[src/rtl/seq_scan_ctrl_if.sv]
// seq_scan_ctrl_if -- request/response bundle of the scan controller.
//
// Parameters:
//   N      word width in bits
//   CNT_W  hit counter width
// Signals:
//   start      requester -> controller   request a scan (taken only when idle)
//   data_in    requester -> controller   word to serialize, sampled with start
//   busy       controller -> requester   scan in progress (shift + flush)
//   done       controller -> requester   one-cycle pulse when hit_count is final
//   hit_count  controller -> requester   hits of the last scan, held until next start
// Modports: master = requester side, slave = controller side.
interface seq_scan_ctrl_if #(
  parameter int N     = 8,
  parameter int CNT_W = 4
);
  logic             start;
  logic [N-1:0]     data_in;
  logic             busy;
  logic             done;
  logic [CNT_W-1:0] hit_count;

  modport master (
    output start,
    output data_in,
    input  busy,
    input  done,
    input  hit_count
  );

  modport slave (
    input  start,
    input  data_in,
    output busy,
    output done,
    output hit_count
  );
endinterface

[src/rtl/seq_scan_ctrl.sv]
// seq_scan_ctrl -- sequencing controller for the bit-serial 10110 detector.
//
// Takes an N-bit word on an accepted start, holds the external detector in
// reset while idle, feeds the word into it one bit per clock, then spends one
// flush cycle sampling the detector's answer to the last bit. Detector hits
// seen during shift and flush are counted (saturating) and reported with a
// one-cycle done pulse.
//
// Ports:
//   clk      in   sole clock, rising edge
//   rst      in   synchronous active-high reset
//   bus      slave modport of seq_scan_ctrl_if (start/data_in/busy/done/hit_count)
//   det_w    in   detector output w
//   det_j    out  detector input j (registered)
//   det_rst  out  detector reset, active high (registered)
//
// Build option:
//   SCAN_MSB_FIRST_EN  defined: data_in[N-1] is sent first;
//                      undefined (default): data_in[0] is sent first.
module seq_scan_ctrl #(
  parameter int N     = 8,
  parameter int CNT_W = 4
) (
  input  logic          clk,
  input  logic          rst,
  seq_scan_ctrl_if.slave bus,
  input  logic          det_w,
  output logic          det_j,
  output logic          det_rst
);

  localparam int               IDX_W    = (N > 1) ? $clog2(N) : 1;
  localparam logic [IDX_W-1:0] LAST_IDX = IDX_W'(N - 1);
  localparam logic [CNT_W-1:0] CNT_MAX  = {CNT_W{1'b1}};

  typedef enum logic [1:0] {
    IDLE  = 2'd0,
    SHIFT = 2'd1,
    FLUSH = 2'd2,
    DONE  = 2'd3
  } state_t;

  state_t           state_reg, state_next;
  // Holds the bits still to be sent; the bit on det_j is already out of it.
  logic [N-1:0]     shift_reg, shift_next;
  logic [IDX_W-1:0] idx_reg, idx_next;
  logic [CNT_W-1:0] hit_reg, hit_next;
  logic             det_j_reg, det_j_next;
  logic             det_rst_reg, det_rst_next;
  logic             busy_reg, busy_next;
  logic             done_reg, done_next;

  logic             accept;
  logic             first_bit;   // bit sent in the first shift cycle
  logic [N-1:0]     load_word;   // remaining bits after first_bit
  logic             next_bit;    // bit sent next while shifting
  logic [N-1:0]     shifted;     // shift_reg after handing out next_bit

  assign accept = (state_reg == IDLE) && bus.start;

`ifdef SCAN_MSB_FIRST_EN
  assign first_bit = bus.data_in[N-1];
  assign load_word = {bus.data_in[N-2:0], 1'b0};
  assign next_bit  = shift_reg[N-1];
  assign shifted   = {shift_reg[N-2:0], 1'b0};
`else
  assign first_bit = bus.data_in[0];
  assign load_word = {1'b0, bus.data_in[N-1:1]};
  assign next_bit  = shift_reg[0];
  assign shifted   = {1'b0, shift_reg[N-1:1]};
`endif

  // State and datapath registers.
  always_ff @(posedge clk) begin
    if (rst) begin
      state_reg   <= IDLE;
      shift_reg   <= '0;
      idx_reg     <= '0;
      hit_reg     <= '0;
      det_j_reg   <= 1'b0;
      det_rst_reg <= 1'b1;
      busy_reg    <= 1'b0;
      done_reg    <= 1'b0;
    end else begin
      state_reg   <= state_next;
      shift_reg   <= shift_next;
      idx_reg     <= idx_next;
      hit_reg     <= hit_next;
      det_j_reg   <= det_j_next;
      det_rst_reg <= det_rst_next;
      busy_reg    <= busy_next;
      done_reg    <= done_next;
    end
  end

  // Next-state logic.
  always_comb begin
    state_next = state_reg;
    case (state_reg)
      IDLE:    if (bus.start) state_next = SHIFT;
      SHIFT:   if (idx_reg == LAST_IDX) state_next = FLUSH;
      FLUSH:   state_next = DONE;
      DONE:    state_next = IDLE;
      default: state_next = IDLE;
    endcase
  end

  // Output and datapath logic. Outputs are decoded from the upcoming state so
  // that they leave the block straight from flops.
  always_comb begin
    det_j_next   = 1'b0;
    det_rst_next = 1'b1;
    busy_next    = 1'b0;
    done_next    = 1'b0;
    shift_next   = shift_reg;
    idx_next     = idx_reg;
    hit_next     = hit_reg;

    case (state_next)
      SHIFT: begin
        det_rst_next = 1'b0;
        busy_next    = 1'b1;
        det_j_next   = accept ? first_bit : next_bit;
      end
      FLUSH: begin
        det_rst_next = 1'b0;
        busy_next    = 1'b1;
      end
      DONE:    done_next = 1'b1;
      default: ;
    endcase

    if (accept) begin
      shift_next = load_word;
      idx_next   = '0;
      hit_next   = '0;
    end else begin
      if (state_reg == SHIFT) begin
        shift_next = shifted;
        idx_next   = (idx_reg == LAST_IDX) ? '0 : idx_reg + IDX_W'(1);
      end
      // det_w lags det_j by one cycle, so the last bit's hit shows in FLUSH.
      if (((state_reg == SHIFT) || (state_reg == FLUSH)) && det_w &&
          (hit_reg != CNT_MAX)) begin
        hit_next = hit_reg + CNT_W'(1);
      end
    end
  end

  assign det_j         = det_j_reg;
  assign det_rst       = det_rst_reg;
  assign bus.busy      = busy_reg;
  assign bus.done      = done_reg;
  assign bus.hit_count = hit_reg;

endmodule

[src/flat_wrapper.sv]
// flat-port wrapper written by rule: the top's interface ports become plain ports
module seq_scan_ctrl_flat 
#(
  parameter int N     = 8,
  parameter int CNT_W = 4
)
  (clk, rst, det_w, det_j, det_rst, bus_start, bus_data_in, bus_busy, bus_done, bus_hit_count);
  seq_scan_ctrl_if #(.N(N), .CNT_W(CNT_W)) bus_i ();
  input  logic clk;
  input  logic rst;
  input  logic det_w;
  output logic det_j;
  output logic det_rst;
  input wire logic [$bits(bus_i.start)-1:0] bus_start;
  input wire logic [$bits(bus_i.data_in)-1:0] bus_data_in;
  output wire logic [$bits(bus_i.busy)-1:0] bus_busy;
  output wire logic [$bits(bus_i.done)-1:0] bus_done;
  output wire logic [$bits(bus_i.hit_count)-1:0] bus_hit_count;
  assign bus_i.start = bus_start;
  assign bus_i.data_in = bus_data_in;
  assign bus_busy = bus_i.busy;
  assign bus_done = bus_i.done;
  assign bus_hit_count = bus_i.hit_count;
  seq_scan_ctrl #(.N(N), .CNT_W(CNT_W)) u_core (.clk(clk), .rst(rst), .bus(bus_i), .det_w(det_w), .det_j(det_j), .det_rst(det_rst));
endmodule
[config.mk]
export PLATFORM = sky130hd
export DESIGN_NAME = seq_scan_ctrl_flat
export DESIGN_NICKNAME = d
export VERILOG_FILES = /design/src/rtl/seq_scan_ctrl_if.sv /design/src/rtl/seq_scan_ctrl.sv /design/src/flat_wrapper.sv
export SDC_FILE = /design/constraint.sdc
export NUM_CORES = 1
export LEC_CHECK = 0
export BUFFER_PORTS_ARGS = -buffer_cell sky130_fd_sc_hd__clkbuf_2
export CORE_MARGIN = 2
export CORE_UTILIZATION = 44
export CTS_CLUSTER_DIAMETER = 200
export DETAILED_ROUTE_END_ITERATION = 7
export PLACE_DENSITY = 0.67
export REMOVE_ABC_BUFFERS = 1
export SYNTH_ARGS = -nofsm -noshare
export SYNTH_HDL_FRONTEND = slang
export SYNTH_SLANG_ARGS = --single-unit
[constraint.sdc]
create_clock -name clk -period 4.5 [get_ports clk]
set_clock_uncertainty 0.15 [all_clocks]
set_input_delay 0.45 -clock clk [delete_from_list [all_inputs] [get_ports clk]]
set_output_delay 0.45 -clock clk [all_outputs]
set_load 0.01 [all_outputs]
---- Yosys cells after proc, flatten, opt, wreduce, memory -nomap -nowiden ----
Index checks and enable logic that the tools add are counted.
storage, ports and cells
  latch bits .............................. 0
  memory bits (read-only) ................. 0
  bits of input ports ..................... 12
  word-level logic and storage cells ...... 38
  flip-flop bits (word level) ............. 20
  output and inout port bits .............. 8
  memories kept ........................... 0
  memory bits (writable) .................. 0
operators by class
  $add $sub $neg .......................... 2
  bitwise operators ....................... 1
  magnitude comparators ................... 0
  muxes and demuxes ....................... 10
  eq/ne operators ......................... 8
  reductions and logical operators ........ 9
  divide/modulo/power cells ............... 0
  multipliers ............................. 0
  shift operators ......................... 0
operators by type and width
  kind                 number
  $mux 7               2
  $eq 2x2->1 const B   4
  $pmux 2 s4           1
  $reduce_or 2->1      3
  $add 4x1->4 const B  1
  $eq 2x1->1 const B   2
  $mux 1               4
  $mux 2               2
  $ne 4x4->1 const B   1
  $add 3x1->3 const B  1
  $eq 3x3->1 const B   1
  $logic_and 1x1->1    3
  $mux 3               1
  $logic_not 2->1      1
  $reduce_bool 2->1    1
  $logic_or 1x1->1     1
  $not 1->1            1

---- Depth between registers and ports, before layout ----
  word-level depth ........................ 6
  mapped depth ............................ 7
  gate-level depth less buffers ........... 6

---- Worst setup path after synthesis ----
Ideal clock, no wire load.
  path kind ............................... register to register
  start ................................... register u_core.state_reg[0]
  end ..................................... register u_core.busy_reg, in the netlist u_core.bus.busy
  path buffers ............................ 0
  cell stages (with the launch flop) ...... 7
  required time ........................... 4236 ps
  library setup time ...................... 114 ps
  clock period less this slack ............ 1719 ps
  data arrival time ....................... 1456 ps
  setup slack ............................. 2781 ps
  cells stage by stage .................... dfxtp_1 -> inv_1 -> ha_1 -> o21bai_1 -> a221o_2 -> xor2_1 -> nor2b_1
between the ends
  cells in the longest elaborated chain, start to end .. 5
  elaborated cells between the ends (all ways) .. 11
  classes of those cells .................. eq/ne (5); mux (4); reduce/logical (2)
ends and longest elaborated chain
  element                                          line                  source
  from (decl)                                      seq_scan_ctrl.sv:43   state_t state_reg, state_next;
  from (signal assigned)                           seq_scan_ctrl.sv:85   state_reg <= state_next;
  $eq 2x2->1 (tied with other cells)               seq_scan_ctrl.sv:99   case (state_reg)
  $pmux 2 s4 (*)                                   seq_scan_ctrl.sv:99
  $eq 2x1->1 / $eq 2x2->1 (equally long branches)  seq_scan_ctrl.sv:119  case (state_next)
  $reduce_or 2->1 (no line) (*)                    --
  $mux 1 (*)                                       seq_scan_ctrl.sv:119
  to (signal assigned)                             seq_scan_ctrl.sv:91   busy_reg <= busy_next;
  to (decl)                                        seq_scan_ctrl.sv:50   logic busy_reg, busy_next;
Every way passes the cells marked *; elsewhere a longest branch is shown, timed or not.
A chain may end at the register's enable or synchronous reset.

---- Worst setup path in the final report ----
  start ................................... register u_core.state_reg[1]
  end ..................................... register u_core.busy_reg, in the netlist u_core.bus.busy
The elaborated chain is that of the path after synthesis.

==> results.toml <==
[grt]
grt_pass1_wl_um = 2500
busiest_layer = "met2"
met2_usage = 0.198
overflow = 0
grt_util_met1 = 0.178
grtUsageTotal = 0.134
grt_util_met3 = 0.0273
grt_max_degree = 16
grt_pass1_vias = 578
antenna_found_initial = 0

[layout]
n_antenna_cell = 0
most-common-layout-cells = "20 x dfxtp_1, 19 x clkbuf_2, 15 x nor2_1"
drive_gt1_frac = 0.243
fill_cells = 199
syn_to_final_growth_pct = 15.3
fin_nets = 131
largest_reg_flops = 7
mostFrequentLayoutCell = "dfxtp_1"

[die]
core_area_sq_mm = 0.00196
pin_count = 20
fp.dieH_um = 49.6
rows = 16
dieArea_sq_mm = 0.00246
fp.dieW_um = 49.6
start_util = 0.467

[critical_path]
path_depth = 6
reg2regPathDepth = 6
r2r_start = "u_core.state_reg[1]"
startpoint = "u_core.state_reg[1]"
r2r_end = "u_core.bus.busy"
crit_path_end_kind = "flop"
endpoint = "u_core.bus.busy"
cp.arrival_ns = 2.01
slowest_delay_ns = 0.51
crit_family = "adder cells"
cp.required_ns = 4.54
crit_slowest_cell = "ha_1"
regToRegSetupSlack_ns = 2.53
critPathMaxFanout = 11
path_cells = "inv_1 > ha_1 > nor3_1 > a221o_2 > xor2_1 > nor2b_1"
crit_buf_inv = 1
startpoint_type = "flop"
setup.worst_path.class = "flop to flop"

[clock_tree]
clk_latency_ns = 0.29
cts_root_buf = "clkbuf_4"
clk_pin_slew_ns = 0.11
cts-buffers-inserted = 3
h-tree-depth = 1
ctsResizeCount = 0
cts.sinks = 20
tritoncts = "done"
post-cts-setup-buffers = 0
cts_buffer_depth = 2
holdBufCountCts = 0

[detailed_routing]
first_pass_iters = 3
vias_per_cell = 4.81
drcViolationCount = 0
drt-wirelength-per-cell_um = 10.5
drt-total-wl_um = 1450
route.vias.total = 664
ant_nets = 0
drt_iter0_markers = 6

[synth]
seq_area_frac_synth = 0.437
synth-compound-area-share = 0.104
mappedNetlistArea_sq_um = 916
avgSynthCellArea_sq_um = 10.1
ys_ff_latch = 20
netlist_instances = 91
ys_types = 26
synth_top_family_by_area = "simple AND/OR/NAND/NOR gates"
yosysWarningCount = 0
synthXorXnorAreaFrac = 0.0383
synth_mux_area_frac = 0.127
synth-simple-area-share = 0.158
synth_fa_ha_area_frac = 0.0956

[sta]
min_period_ns = 1.97
setup_viol = 0
slew_headroom = 0.648
hold_viol = 0
fmax_mhz = 508
rsz0062_at_grt = "false"
maxSlewViolCount = 0
worst_slew_pin_slew_ns = 0.528
layout_worst_path_cycle_share = 0.438
tns_ns = 0

[placement]
gp_congestion = 0.806
portBuffers = 19
hpwlAfterDp_um = 1090

[hold_path]
worstHoldPathType = "input pin to flop"
hold_start = "bus_data_in[7]"

[power]
p_leak_nw = 0.464
powerDensity_mw_per_mm2 = 334
worst_ir_drop_vdd_v = 0.000203
total_power_w = 0.000353

[outcome]
status = "finished clean"

[job]
drv_cap = 0
==> worst min-delay path by stage <==
stage	end	slack (ns)	cells after the start
after floorplan	u_core.shift_reg[6]	0.31	2
after global routing	u_core.shift_reg[6]	0.26	3
final	u_core.shift_reg[6]	0.26	3
after global placement	u_core.shift_reg[6]	0.33	2
after CTS	u_core.shift_reg[6]	0.25	3
after detailed placement	u_core.shift_reg[6]	0.34	2
==> layer usage <==
layer	vias up	routed length, um
met3	4	43
li1	357	-
met2	11	606
met5	-	0
met1	292	755
met4	0	43
==> worst min-delay path: stages <==
cell and delay, ns:
clkbuf_2 0.09, nand3_1 0.07, a21oi_1 0.05
==> where the power goes <==
part            total, W  switching, W  internal (W)
Sequential      0.000195    0.00000593      0.000189
Clock           0.000101     0.0000516     0.0000493
Combinational  0.0000571     0.0000296     0.0000275
==> final cells by class <==
cell class	instances	area, sq um	share of cell area
Multi-Input combinational cell	65	479	0.454
Sequential cell	20	400	0.379
Timing Repair Buffer	19	95.1	0.0900
Clock buffer	4	36.3	0.0344
Tap cell	27	33.8	0.0320
Inverter	3	11.3	0.0107
==> Yosys cell counts <==
library cell	number	share of area
nand2_1	3	0.012
ha_1	7	0.096
and2b_1	1	0.0082
nor2_1	15	0.061
a21oi_1	2	0.011
nor3_1	2	0.011
mux2_2	1	0.012
and3_1	2	0.014
clkbuf_8	1	0.015
a211oi_1	6	0.049
nor3b_1	1	0.0082
inv_1	3	0.012
nand2b_1	2	0.014
o21bai_1	1	0.0082
xor2_1	1	0.0096
mux2_4	1	0.016
nand3_1	3	0.016
a221o_2	1	0.012
buf_4	1	0.0082
clkbuf_1	1	0.0041
mux2i_1	9	0.098
o21ai_0	1	0.0055
xnor2_1	3	0.029
nor2b_1	2	0.014
dfxtp_1	20	0.44
o32ai_2	1	0.018
==> logic make-up after synthesis <==
logic type               count (synthesis)
AND/OR/NAND/NOR                         31
flip-flops                              20
AO/OA/AOI/OAI                           12
multiplexers                            11
adder cells (fa/ha/maj)                  7
buffers and inverters                    6
XOR/XNOR                                 4
==> through the flow <==
stage               utilization  cell area [sq um]  setup slack (ns)  cells  hold slack [ns]
CTS                       0.538               1060              2.52    138            0.248
finish                    0.538               1060              2.53    138            0.257
floorplan                     -                891              2.71     88            0.307
global placement          0.520               1020              2.58    134            0.330
global route              0.538               1060              2.40    138            0.256
detailed placement        0.520               1020              2.54    134            0.337
Note: power is estimated with default switching activity, not from simulation.
